## src/rtl/multi_dispatcher.sv

```systemverilog
// Multi-lane dispatcher: a circular instruction queue that issues up to DISPATCH_WIDTH
// instructions per cycle into reservation stations and ROB entries, with in-group bypass.
package multi_dispatcher_pkg;
  localparam int unsigned ROB_IDX_W = 3;
  localparam int unsigned RS_IDX_W  = 2;
  localparam int unsigned NUM_FU    = 4;

  localparam logic [1:0] FU_SLOT_CP0    = 2'd0;
  localparam logic [1:0] FU_SLOT_BRANCH = 2'd1;
  localparam logic [1:0] FU_SLOT_LSU    = 2'd2;
  localparam logic [1:0] FU_SLOT_ALU    = 2'd3;

  typedef logic [ROB_IDX_W-1:0] rob_index_t;
  typedef logic [RS_IDX_W-1:0]  rs_index_t;

  typedef enum logic [2:0] {
    FU_NONE, FU_ALU, FU_LOAD, FU_STORE, FU_BRANCH, FU_CP0
  } fu_t;

  typedef struct packed {
    logic [31:0] vaddr;
    logic [31:0] instr;
  } fetch_entry_t;

  typedef struct packed {
    fu_t        fu;
    logic [4:0] rs1;
    logic [4:0] rs2;
    logic [4:0] rd;
    logic       use_imm;
    logic       imm_signed;
  } decoded_instr_t;

  typedef struct packed {
    logic       busy;
    rob_index_t reorder;
  } register_status_t;

  typedef struct packed {
    logic                busy;
    rs_index_t           index;
    rob_index_t          reorder;
    logic [1:0][31:0]    operand_data;
    logic [1:0]          operand_ready;
    rob_index_t [1:0]    operand_addr;
    decoded_instr_t      decoded;
    fetch_entry_t        fetch;
    logic [31:0]         instr;
  } reserve_station_t;

  typedef struct packed {
    logic        valid;
    logic        busy;
    logic        done;
    logic        exception;
    logic [31:0] pc;
    logic [31:0] value;
    logic [4:0]  dest;
    fu_t         fu;
    logic        delayslot;
  } rob_entry_t;

  typedef struct packed {
    fetch_entry_t   fetch;
    decoded_instr_t decoded;
    logic           delayslot;
  } queue_entry_t;
endpackage

module multi_dispatcher
  import multi_dispatcher_pkg::*;
#(
  parameter int unsigned DISPATCH_WIDTH = 2,
  parameter int unsigned QUEUE_DEPTH    = 4
) (
  input  logic                                   clk,
  input  logic                                   rst,
  input  logic                                   flush,
  input  logic                                   stall,
  input  logic [DISPATCH_WIDTH-1:0]              in_valid,
  input  fetch_entry_t [DISPATCH_WIDTH-1:0]      in_fetch,
  input  decoded_instr_t [DISPATCH_WIDTH-1:0]    in_decoded,
  input  logic [DISPATCH_WIDTH-1:0]              in_delayslot,
  output logic                                   in_ready,
  input  rob_index_t                             rob_tail,
  input  logic [$clog2(DISPATCH_WIDTH+1)-1:0]    rob_free,
  input  logic                                   rob_empty,
  output logic [DISPATCH_WIDTH-1:0][1:0][4:0]    reg_raddr,
  input  logic [DISPATCH_WIDTH-1:0][1:0][31:0]   reg_rdata,
  input  register_status_t [DISPATCH_WIDTH-1:0][1:0] reg_status,
  input  logic [3:0]                             fu_ready,
  input  rs_index_t [3:0]                        fu_index,
  output logic [3:0]                             fu_taken,
  output logic [3:0][((DISPATCH_WIDTH > 1) ? $clog2(DISPATCH_WIDTH) : 1)-1:0] fu_lane,
  output reserve_station_t [DISPATCH_WIDTH-1:0]  rs,
  output rob_entry_t [DISPATCH_WIDTH-1:0]        rob,
  output logic [$clog2(DISPATCH_WIDTH+1)-1:0]    dispatch_cnt
);
  localparam int unsigned W      = DISPATCH_WIDTH;
  localparam int unsigned D      = QUEUE_DEPTH;
  localparam int unsigned PTR_W  = (D > 1) ? $clog2(D) : 1;
  localparam int unsigned CNT_W  = $clog2(D + 1);
  localparam int unsigned DCNT_W = $clog2(W + 1);
  localparam int unsigned LANE_W = (W > 1) ? $clog2(W) : 1;

  queue_entry_t     mem [D];
  logic [PTR_W-1:0] head;
  logic [PTR_W-1:0] tail;
  logic [CNT_W-1:0] count;
  logic [DCNT_W-1:0] push_n;
  logic [W-1:0]     go;
  queue_entry_t     lane_entry [W];
  rob_index_t       lane_reorder [W];

  // Bit 2 flags that the class owns an FU slot; bits 1:0 select the slot.
  function automatic logic [2:0] fu_slot(input fu_t fu);
    logic [2:0] r;
    r = '0;
    case (fu)
      FU_ALU:            r = {1'b1, FU_SLOT_ALU};
      FU_LOAD, FU_STORE: r = {1'b1, FU_SLOT_LSU};
      FU_BRANCH:         r = {1'b1, FU_SLOT_BRANCH};
      FU_CP0:            r = {1'b1, FU_SLOT_CP0};
      default:           r = '0;
    endcase
    return r;
  endfunction

  assign in_ready = (int'(D) - int'(count)) >= int'(W);

  // Push length is the run of valid lanes starting at lane 0.
  always_comb begin
    push_n = '0;
    for (int i = 0; i < int'(W); i++) begin
      if (in_ready && !flush && !rst && in_valid[i] && int'(push_n) == i)
        push_n = DCNT_W'(i + 1);
    end
  end

  always_ff @(posedge clk) begin
    for (int i = 0; i < int'(W); i++) begin
      if (i < int'(push_n))
        mem[tail + PTR_W'(i)] <= '{fetch: in_fetch[i], decoded: in_decoded[i],
                                   delayslot: in_delayslot[i]};
    end
  end

  always_ff @(posedge clk) begin
    if (rst || flush) begin
      head  <= '0;
      tail  <= '0;
      count <= '0;
    end else begin
      head  <= head + PTR_W'(dispatch_cnt);
      tail  <= tail + PTR_W'(push_n);
      count <= count + CNT_W'(push_n) - CNT_W'(dispatch_cnt);
    end
  end

  always_comb begin
    for (int k = 0; k < int'(W); k++) begin
      lane_entry[k]   = mem[head + PTR_W'(k)];
      lane_reorder[k] = rob_tail + rob_index_t'(k);
      reg_raddr[k][0] = lane_entry[k].decoded.rs1;
      reg_raddr[k][1] = lane_entry[k].decoded.rs2;
    end
  end

  // In-order lane selection: a lane issues only if every lower lane issued.
  always_comb begin
    logic       chain;
    logic       lane_ok;
    logic [2:0] cls;
    go           = '0;
    fu_taken     = '0;
    fu_lane      = '0;
    dispatch_cnt = '0;
    chain        = !rst && !flush && !stall;
    for (int k = 0; k < int'(W); k++) begin
      cls     = fu_slot(lane_entry[k].decoded.fu);
      lane_ok = chain && (int'(count) > k) && (int'(rob_free) > k);
      if (cls[2])
        lane_ok = lane_ok && fu_ready[cls[1:0]] && !fu_taken[cls[1:0]];
      if (lane_entry[k].decoded.fu == FU_CP0)
        lane_ok = lane_ok && (k == 0) && rob_empty;
      go[k] = lane_ok;
      chain = lane_ok && (lane_entry[k].decoded.fu != FU_CP0);
      if (lane_ok) begin
        dispatch_cnt = dispatch_cnt + DCNT_W'(1);
        if (cls[2]) begin
          fu_taken[cls[1:0]] = 1'b1;
          fu_lane[cls[1:0]]  = LANE_W'(k);
        end
      end
    end
  end

  always_comb begin
    logic [2:0] cls;
    logic [4:0] src;
    for (int k = 0; k < int'(W); k++) begin
      cls           = fu_slot(lane_entry[k].decoded.fu);
      rs[k]         = '0;
      rs[k].busy    = go[k] && cls[2];
      rs[k].index   = (cls[2] && cls[1:0] != FU_SLOT_CP0) ? fu_index[cls[1:0]] : '0;
      rs[k].reorder = lane_reorder[k];
      rs[k].decoded = lane_entry[k].decoded;
      rs[k].fetch   = lane_entry[k].fetch;
      rs[k].instr   = lane_entry[k].fetch.instr;
      for (int i = 0; i < 2; i++) begin
        src = (i == 0) ? lane_entry[k].decoded.rs1 : lane_entry[k].decoded.rs2;
        rs[k].operand_data[i]  = reg_rdata[k][i];
        rs[k].operand_ready[i] = !reg_status[k][i].busy;
        rs[k].operand_addr[i]  = reg_status[k][i].reorder;
        // Highest issuing lower lane writing this source wins.
        for (int j = 0; j < k; j++) begin
          if (go[j] && lane_entry[j].decoded.rd != 5'd0 && lane_entry[j].decoded.rd == src) begin
            rs[k].operand_ready[i] = 1'b0;
            rs[k].operand_addr[i]  = lane_reorder[j];
          end
        end
      end
      if (lane_entry[k].decoded.use_imm) begin
        rs[k].operand_data[1]  = lane_entry[k].decoded.imm_signed
                               ? {{16{lane_entry[k].fetch.instr[15]}}, lane_entry[k].fetch.instr[15:0]}
                               : {16'd0, lane_entry[k].fetch.instr[15:0]};
        rs[k].operand_ready[1] = 1'b1;
        rs[k].operand_addr[1]  = '0;
      end
      rob[k]           = '0;
      rob[k].valid     = go[k];
      rob[k].busy      = rs[k].busy;
      rob[k].pc        = lane_entry[k].fetch.vaddr;
      rob[k].dest      = lane_entry[k].decoded.rd;
      rob[k].fu        = lane_entry[k].decoded.fu;
      rob[k].delayslot = lane_entry[k].delayslot;
    end
  end
endmodule

```

## config.mk

```make
export PLATFORM = sky130hd
export DESIGN_NAME = multi_dispatcher
export DESIGN_NICKNAME = d
export VERILOG_FILES = /design/src/rtl/multi_dispatcher.sv
export SDC_FILE = /design/constraint.sdc
export NUM_CORES = 1
export LEC_CHECK = 0
export ABC_CLOCK_PERIOD_IN_PS = 10950
export CAP_MARGIN = 10
export CORE_AREA = 2 2 360 362
export DETAILED_ROUTE_END_ITERATION = 10
export DIE_AREA = 0 0 362 364
export PLACE_DENSITY = 0.39
export REMOVE_ABC_BUFFERS = 1
export SYNTH_ARGS = -nofsm -noshare
export SYNTH_HDL_FRONTEND = slang
export SYNTH_SLANG_ARGS = --single-unit
```

## constraint.sdc

```tcl
create_clock -name clk -period 10.95 [get_ports clk]
set_input_delay 3.285 -clock clk [delete_from_list [all_inputs] [get_ports clk]]
set_output_delay 3.285 -clock clk [all_outputs]
set_load 0.01 [all_outputs]
```

==> results of run 1 <==
## sequential cells by signal (all words and copies together), names as in the netlist
| register | flops |
|---|---|
| count | 3 |
| mem | 340 |
| head | 2 |
| tail | 2 |
## layout make-up
class / instances / area (sq um) / area share [%]
inverters: 15 / 56.30 / 0.1819
well taps: 1675 / 2096 / 6.771
clock inverters: 30 / 209.0 / 0.6751
repair buffers: 730 / 7295 / 23.57
clock buffers: 53 / 1241 / 4.010
multi-input cells: 840 / 9684 / 31.29
flip-flops and latches: 347 / 10360 / 33.46
diodes: 5 / 12.51 / 0.04043
## worst register-to-register path, delay by kind of cell, from the launching register on
kind	cells	cell delay, ps
compound gates	3	1340
fa+ha+maj	4	1240
buf+inv	3	780
flops	1	630
mux	1	630
simple gates	2	360
xor+xnor	2	340
## power groups by stage
stage / registers, mW / clock network, mW / logic [mW]
finish: 1.49 / 1.49 / 0.447
global route: 1.49 / 1.60 / 0.479
CTS: 1.49 / 1.55 / 0.455
detailed placement: 1.52 / 0 / 0.451
global placement: 1.52 / 0 / 0.450
floorplan: 1.52 / 0 / 0.166
## stage by stage
stage	instance area, sq um	TNS (ps)	hold WS [ps]
3_5_place_dp	29490	0	556.9
2_1_floorplan	20010	-153870	528.6
3_3_place_gp	29490	0	565.1
4_1_cts	30940	0	564.8
6_report	30950	0	565.5
5_1_grt	30950	0	594.1
## cell usage after synthesis (2+ instances only)
cell type	instances
nor4b_2	2
dfxtp_1	7
a31o_2	2
nor3b_1	2
nor2b_1	3
a21oi_1	12
buf_6	3
fa_1	2
nand4_1	2
mux4_2	164
inv_1	15
nor2_1	19
edfxtp_1	340
and2_1	6
mux2i_1	7
xor2_1	7
xnor2_1	10
nand2b_1	5
and3_1	4
nor3_1	11
ha_1	10
buf_4	309
buf_2	42
nand2_1	64
buf_1	8
mux2_2	362
or2_2	3
o21ai_0	12
a22oi_1	4
nand3_1	8
a21o_1	32
clkbuf_1	38
## cell families (layout without fill, tap and decap cells)
kind of cell / after synthesis / after routing / synth area share, %
xor gates and xnor gates: 17 / 17 / 0.6619
muxes: 533 / 533 / 34.85
AOI/OAI and AO/OA: 74 / 74 / 2.331
DFF: 347 / 347 / 46.01
adders and majority gates: 12 / 12 / 0.7342
other: 1 / 74 / 0.01667
buffers and inverters: 415 / 828 / 12.42
and+or+nand+nor: 135 / 135 / 2.976
## final timing paths
check	end	from	slack [ps]	cells past startpoint
worst max-delay path	dispatch_cnt[1]	flush	860	8
worst max register to register	count[2]$_SDFF_PP0_	head[0]$_SDFF_PP0_	5490	15
worst min-delay path	count[2]$_SDFF_PP0_	count[2]$_SDFF_PP0_	570	2
worst min register to register	count[2]$_SDFF_PP0_	count[2]$_SDFF_PP0_	570	2
## metal layers
| metal | track usage (%) | vias up |
|---|---|---|
| met3 | 5.692 | 105 |
| met1 | 17.30 | 7832 |
| met4 | 3.178 | 24 |
| met5 | 1.561 | - |
| li1 | - | 6453 |
| met2 | 23.60 | 735 |
==> flow_summary.yaml, run 1 <==
clock_network:
  numCtsBuffers: 48
  ctsHtreeMaxLevel: 2
  cts_buffer_depth: 3
  cts-root-buf: "clkbuf_16"
  clock-sinks: 347
  cts_tree: "built"
  clock_latency_ps: 620
  postCtsHoldBufs: 0
  cts_resized: 0
  path_clk_slew_ps: 50
  post-cts-setup-buffers: 0
synthesis:
  ys_ff_latch: 347
  seq_area_frac_synth_pct: 46.01
  netlist_top_cells_area: "edfxtp_1 (45%), mux2_2 (18%), mux4_2 (16%), buf_4 (10%), a21o_1 (1.1%)"
  async_reset_ff_share_pct: 0
  synth_cell_types: 51
  synth-edff-count: 340
  synth_cells: 1534
  ys_warn_count: 0
  syn_area_per_cell_sq_um: 14.66
  synth_largest_area_cell: "edfxtp_1"
  synth_top_area_share_pct: 45.39
  synth_top_flop_cell: "edfxtp_1"
  netlist_area_sq_um: 22490
timing:
  clock_skew_ps: 18.29
  maxSlewViolCount: 0
  final-hold-violation-count: 0
  setup_viol: 0
  fin_crit_ps: 10090
  max_freq_mhz: 99.15
  rsz0062_at_grt: "no"
  max-slew-margin-rel_pct: 33.39
  max_slew.worst_pin.slew_ps: 999.2
  timing.final.crit_share_pct: 92.11
  worst_slack_ps: 863.8
pwr:
  p_clk_share_pct: 43.5
  p_seq_share_pct: 43.5
  p_switching_mw: 0.8391
  p_int_mw: 2.591
  leakage_nw: 9.993
  irDropWorstVdd_mv: 0.09558
  power_density_nw_per_um2: 110.8
  total_power_mw: 3.430
  power_frac_comb_pct: 13.0
  sw_frac_of_total_pct: 24.46
detailed_routing:
  wire_per_inst_um: 26.63
  drcViolationCount: 0
  wl_mm: 98.38
  vias: 15150
  dr_wl_met2_mm: 46.92
  vias_per_cell: 4.100
  drtIter0Drc: 810
  wl_met1_mm: 39.97
  firstDrtPassIters: 5
  top_layer: "met5"
  postRouteAntennaNets: 0
  wl_met3_mm: 9.104
finish:
  num-fill-cells: 13300
  fin_nets: 2332
  drive_gt1_share_pct: 31.86
  post-route-util_pct: 24.12
  area_delta_synth_final_pct: 37.60
  instances_no_fill: 3695
  layout_commonest_cell: "clkdlybuf4s50_1"
  final_cell_mix: "clkdlybuf4s50_1 (705), mux2_2 (362), edfxtp_1 (340)"
floorplanning:
  pin_count: 911
  fp.dieArea_sq_um: 131800
  die_h_um: 364
  initial_core_util_pct: 17.53
  die-width_um: 362
  core_area_sq_um: 128300
  num_rows: 132
outcome:
  status: "completed"
grt:
  grt_pass1_wl_mm: 132.0
  grt-ovfl-total: 0
  grt_pass1_vias: 15670
  grt_max_degree: 71
  antenna_found_initial: 18
  grt_usage_pct: 14.29
setup_path:
  path_common_cell: "clkdlybuf4s50_1"
  cp_num_buf_inv: 2
  crit_type: "in2out"
  cp_max_fo: 6
  critPathCaptureType: "output pin"
  slowest_stage: "a221oi_1"
  cp.required_ps: 7670
  startpoint_type: "input pin"
  max_stage_delay_ps: 660
  arrival_ps: 6800
  path_cells: "clkdlybuf4s50_1, nor4_1, o21ai_0, a31oi_4, nand4_1, a221oi_1, ha_1, clkdlybuf4s50_1"
  crit_family: "compound AO/OA/AOI/OAI gates"
placed_design:
  portBuffers: 705
  hpwl_mm: 70.44
  gp_congestion: 0.7639
  place_ws_ps: 853.4
  dp_cells: 3607
hold_path:
  hold_class: "reg2reg"
run:
  drv_cap: 0
No activity file was read; power rests on OpenSTA's default activity.
==> inputs of run 2 (changes only) <==
--- a/config.mk
+++ b/config.mk
@@ -10,7 +10,8 @@
 export CORE_AREA = 2 2 360 362
 export DETAILED_ROUTE_END_ITERATION = 10
 export DIE_AREA = 0 0 362 364
-export PLACE_DENSITY = 0.39
+export DONT_BUFFER_PORTS = 1
+export PLACE_DENSITY = 0.3
 export REMOVE_ABC_BUFFERS = 1
 export SYNTH_ARGS = -nofsm -noshare
 export SYNTH_HDL_FRONTEND = slang
==> flow_summary.yaml, run 2 (synthesized netlist as in run 1, its figures left out) <==
detailed_routing:
  firstDrtPassIters: 5
  vias_per_cell: 4.120
  vias: 12350
  postRouteAntennaNets: 0
  drcViolationCount: 0
  drtIter0Drc: 774
  wl_mm: 83.67
  wire_per_inst_um: 27.92
setup_path:
  crit_type: "in2out"
  arrival_ps: 5890
  cp_num_buf_inv: 0
  startpoint_type: "input pin"
  cp_max_fo: 6
  cp.required_ps: 7670
  slowest_stage: "nor4_1"
  max_stage_delay_ps: 660
  crit_family: "simple AND/OR/NAND/NOR gates"
  path_cells: "nor4_1, o21ai_0, a31oi_4, nand3_4, nor4_4, mux2_2"
  critPathCaptureType: "output pin"
finish:
  drive_gt1_share_pct: 48.94
  regMostFlops: "mem"
  largest_register_ffs: 340
  instances_no_fill: 2997
  layout_commonest_cell: "mux2_2"
  finish.instance_area_sq_um: 23910
  final_cell_mix: "mux2_2 (362), edfxtp_1 (340), mux4_2 (164)"
  fin_nets: 1632
  area_delta_synth_final_pct: 6.285
  post-route-util_pct: 18.63
  top_regs: "mem: 340 flops, count: 3 flops"
placed_design:
  gp_congestion: 0.7337
  place_area_sq_um: 22430
  place_ws_ps: 1656
  hpwl_mm: 59.87
  dp_cells: 2907
  portBuffers: 0
floorplanning:
  die_h_um: 364
  initial_core_util_pct: 17.53
  num_rows: 132
  core_area_sq_um: 128300
  fp.dieArea_sq_um: 131800
  pin_count: 911
  die-width_um: 362
clock_network:
  cts_resized: 0
  path_clk_slew_ps: 60
  postCtsHoldBufs: 0
  cts_tree: "built"
  post-cts-setup-buffers: 0
  cts_buffer_depth: 3
  clock_latency_ps: 590
  ctsHtreeMaxLevel: 2
  cts-root-buf: "clkbuf_16"
  numCtsBuffers: 48
  clock-sinks: 347
grt:
  grt_pass1_vias: 12860
  grt_pass1_wl_mm: 112.7
  grt_max_degree: 97
  grt-ovfl-total: 0
  grt_usage_pct: 12.17
  antenna_found_initial: 2
timing:
  max_freq_mhz: 109.0
  max_slew.worst_pin.slew_ps: 930.0
  worst_slack_ps: 1776
  clock_skew_ps: 13.47
  rsz0062_at_grt: "no"
  final-hold-violation-count: 0
  fin_crit_ps: 9174
  maxSlewViolCount: 0
  timing.final.crit_share_pct: 83.78
  setup_viol: 0
  max-slew-margin-rel_pct: 38.00
pwr:
  power_density_nw_per_um2: 134.2
  leakage_nw: 7.287
  irDropWorstVdd_mv: 0.09161
  total_power_mw: 3.209
run:
  drv_cap: 0
hold_path:
  hold_class: "reg2reg"
outcome:
  status: "completed"
==> run 2: through the flow <==
stage / hold slack, ps / TNS (ps)
after floorplan: 528.6 / -153870
after global placement: 623.6 / 0
after detailed placement: 620.1 / 0
after CTS: 631.8 / 0
after global routing: 682.1 / 0
final: 620.1 / 0
==> run 2: worst min-delay path, stage by stage (launching register included) <==
cell	delay, ps
dfxtp_1	360
xnor2_1	170
nor3_1	40
==> run 2: worst paths after layout <==
check | slack (ps) | cells after the start | start | to
worst max register to register | 5800 | 16 | head[1]$_SDFF_PP0_ | count[2]$_SDFF_PP0_
worst min register to register | 620 | 2 | count[2]$_SDFF_PP0_ | count[2]$_SDFF_PP0_
worst max-delay path | 1780 | 6 | flush | rs[312]
worst min-delay path | 620 | 2 | count[2]$_SDFF_PP0_ | count[2]$_SDFF_PP0_
==> run 2: cell type report <==
cell class	instances	area [sq um]
multi-input cells	840	9686
well taps	1675	2096
fillers	13690	104400
inverters	15	56.30
clock inverters	25	182.7
clock buffers	63	1287
repair buffers	30	237.7
flip-flops and latches	347	10360
diodes	2	5.005
==> run 2: routing by layer <==
layer | up-vias | track usage [%] | routed length [um]
li1 | 5061 | - | -
met5 | - | 1.598 | 290
met2 | 737 | 19.72 | 39430
met3 | 91 | 6.035 | 9467
met1 | 6452 | 14.20 | 32830
met4 | 6 | 2.933 | 1662
==> run 2: report_power, final <==
| part | leakage, nW | internal [mW] | total (mW) | switching [mW] |
|---|---|---|---|---|
| clock network | 0.729 | 0.871 | 1.50 | 0.627 |
| registers | 3.14 | 1.48 | 1.49 | 0.00910 |
| logic | 3.42 | 0.0898 | 0.218 | 0.129 |
==> inputs of run 3 (changes only) <==
--- a/config.mk
+++ b/config.mk
@@ -5,7 +5,7 @@
 export SDC_FILE = /design/constraint.sdc
 export NUM_CORES = 1
 export LEC_CHECK = 0
-export ABC_CLOCK_PERIOD_IN_PS = 10950
+export ABC_CLOCK_PERIOD_IN_PS = 9090
 export CAP_MARGIN = 10
 export CORE_AREA = 2 2 360 362
 export DETAILED_ROUTE_END_ITERATION = 10
==> constraint.sdc (replaced) <==
create_clock -name clk -period 9.09 [get_ports clk]
set_input_delay 2.727 -clock clk [delete_from_list [all_inputs] [get_ports clk]]
set_output_delay 2.727 -clock clk [all_outputs]
set_load 0.01 [all_outputs]
==> flow_summary.yaml, run 3 (synthesized netlist as in run 1, its figures left out) <==
clock_network:
  clock-sinks: 347
  clock_latency_ps: 590
  cts-root-buf: "clkbuf_16"
  cts_buffer_depth: 3
  cts_tree: "built"
  ctsHtreeMaxLevel: 2
  path_clk_slew_ps: 60
  numCtsBuffers: 49
  cts_resized: 0
  postCtsHoldBufs: 0
  post-cts-setup-buffers: 0
run:
  drv_cap: 0
detailed_routing:
  firstDrtPassIters: 4
  wl_mm: 84.82
  wire_per_inst_um: 28.34
  postRouteAntennaNets: 0
  drtIter0Drc: 709
  vias: 12430
  vias_per_cell: 4.154
  drcViolationCount: 0
finish:
  ff_latch_area_sq_um: 10360
  final_cell_mix: "mux2_2 (362), edfxtp_1 (340), mux4_2 (164)"
  fin_nets: 1637
  area_delta_synth_final_pct: 6.458
  largest_register_ffs: 340
  num-fill-cells: 13720
  regMostFlops: "mem"
  top_regs: "mem: 340 flops, count: 3 flops"
  finish.instance_area_sq_um: 23950
  layout_commonest_cell: "mux2_2"
  multi_input_area_sq_um: 9686
  drive_gt1_share_pct: 49.20
  instances_no_fill: 2993
setup_path:
  crit_type: "in2out"
  cp.required_ps: 6360
  cp_max_fo: 6
  slowest_stage: "nor4_1"
  crit_family: "compound AO/OA/AOI/OAI gates"
  arrival_ps: 5440
  path_cells: "nor4_1, o21ai_0, a31oi_4, nand4_1, a221oi_1, buf_4, ha_1"
  max_stage_delay_ps: 730
  startpoint_type: "input pin"
  cp_num_buf_inv: 1
  critPathCaptureType: "output pin"
grt:
  grt_max_degree: 57
  grt_pass1_vias: 13070
  antenna_found_initial: 5
  grt_usage_pct: 12.32
  grt_pass1_wl_mm: 113.6
  grt-ovfl-total: 0
placed_design:
  dp_cells: 2911
  gp_congestion: 0.7516
  place_area_sq_um: 22460
  place_ws_ps: 882.6
  portBuffers: 0
  hpwl_mm: 60.38
timing:
  whs_ps: 606.7
  maxSlewViolCount: 0
  fin_crit_ps: 8164
  max_freq_mhz: 122.5
  max-slew-margin-rel_pct: 32.31
  timing.final.crit_share_pct: 89.81
  final-hold-violation-count: 0
  setup_viol: 0
  worst_slack_ps: 926.4
  clock_skew_ps: 14.80
  rsz0062_at_grt: "no"
  max_slew.worst_pin.slew_ps: 1008
floorplanning:
  die_h_um: 364
  num_rows: 132
  die-width_um: 362
  initial_core_util_pct: 17.53
  fp.dieArea_sq_um: 131800
  core_area_sq_um: 128300
  pin_count: 911
hold_path:
  hold_class: "reg2reg"
outcome:
  status: "completed"
pwr:
  total_power_mw: 3.894
  power_density_nw_per_um2: 162.6
  irDropWorstVdd_mv: 0.1194
  leakage_nw: 7.312
[run 3: where the power goes]
part / switching (mW) / total (mW) / internal (mW) / leakage (nW)
clock network: 0.749 / 1.83 / 1.08 / 0.732
logic: 0.155 / 0.264 / 0.109 / 3.44
registers: 0.0108 / 1.80 / 1.79 / 3.14
[run 3: final timing paths]
kind / cells past startpoint / end / slack (ps) / from
hold / removal: 2 / count[2]$_SDFF_PP0_ / 610 / count[2]$_SDFF_PP0_
hold reg to reg: 2 / count[2]$_SDFF_PP0_ / 610 / count[2]$_SDFF_PP0_
setup reg to reg: 15 / count[2]$_SDFF_PP0_ / 4100 / head[1]$_SDFF_PP0_
setup / recovery: 7 / dispatch_cnt[0] / 930 / flush
[run 3: worst register-to-register path: cells and delay by family, from the launching register on]
kind            cells  cell delay (ps)
fa+ha+maj           4             1160
compound gates      3              980
flops               1              880
mux                 1              840
simple gates        2              360
buf+inv             3              330
xor+xnor            2              330
[run 3: metal layers]
metal | track usage, % | routed length [um] | vias up | part of all wire [%]
li1 | - | - | 5061 | -
met1 | 14.16 | 32700 | 6493 | 39
met2 | 19.98 | 39790 | 766 | 47
met3 | 6.261 | 10010 | 104 | 12
met4 | 3.309 | 2032 | 8 | 2.4
met5 | 1.598 | 285 | - | 0.34
[run 3: area by class of cell]
type | count | area share [%]
antenna | 1 | 0.01045
clock buffer | 64 | 5.617
clock inverter | 17 | 0.5695
inverter | 15 | 0.2351
multi-input combinational | 840 | 40.45
sequential | 347 | 43.25
tap | 1675 | 8.752
timing repair buffer | 34 | 1.118
[run 3: through the flow]
step	util, %	TNS (ps)
finish	18.66	0
global route	18.66	0
CTS	18.66	0
detailed placement	17.50	0
global placement	17.50	0
floorplan	-	-917020
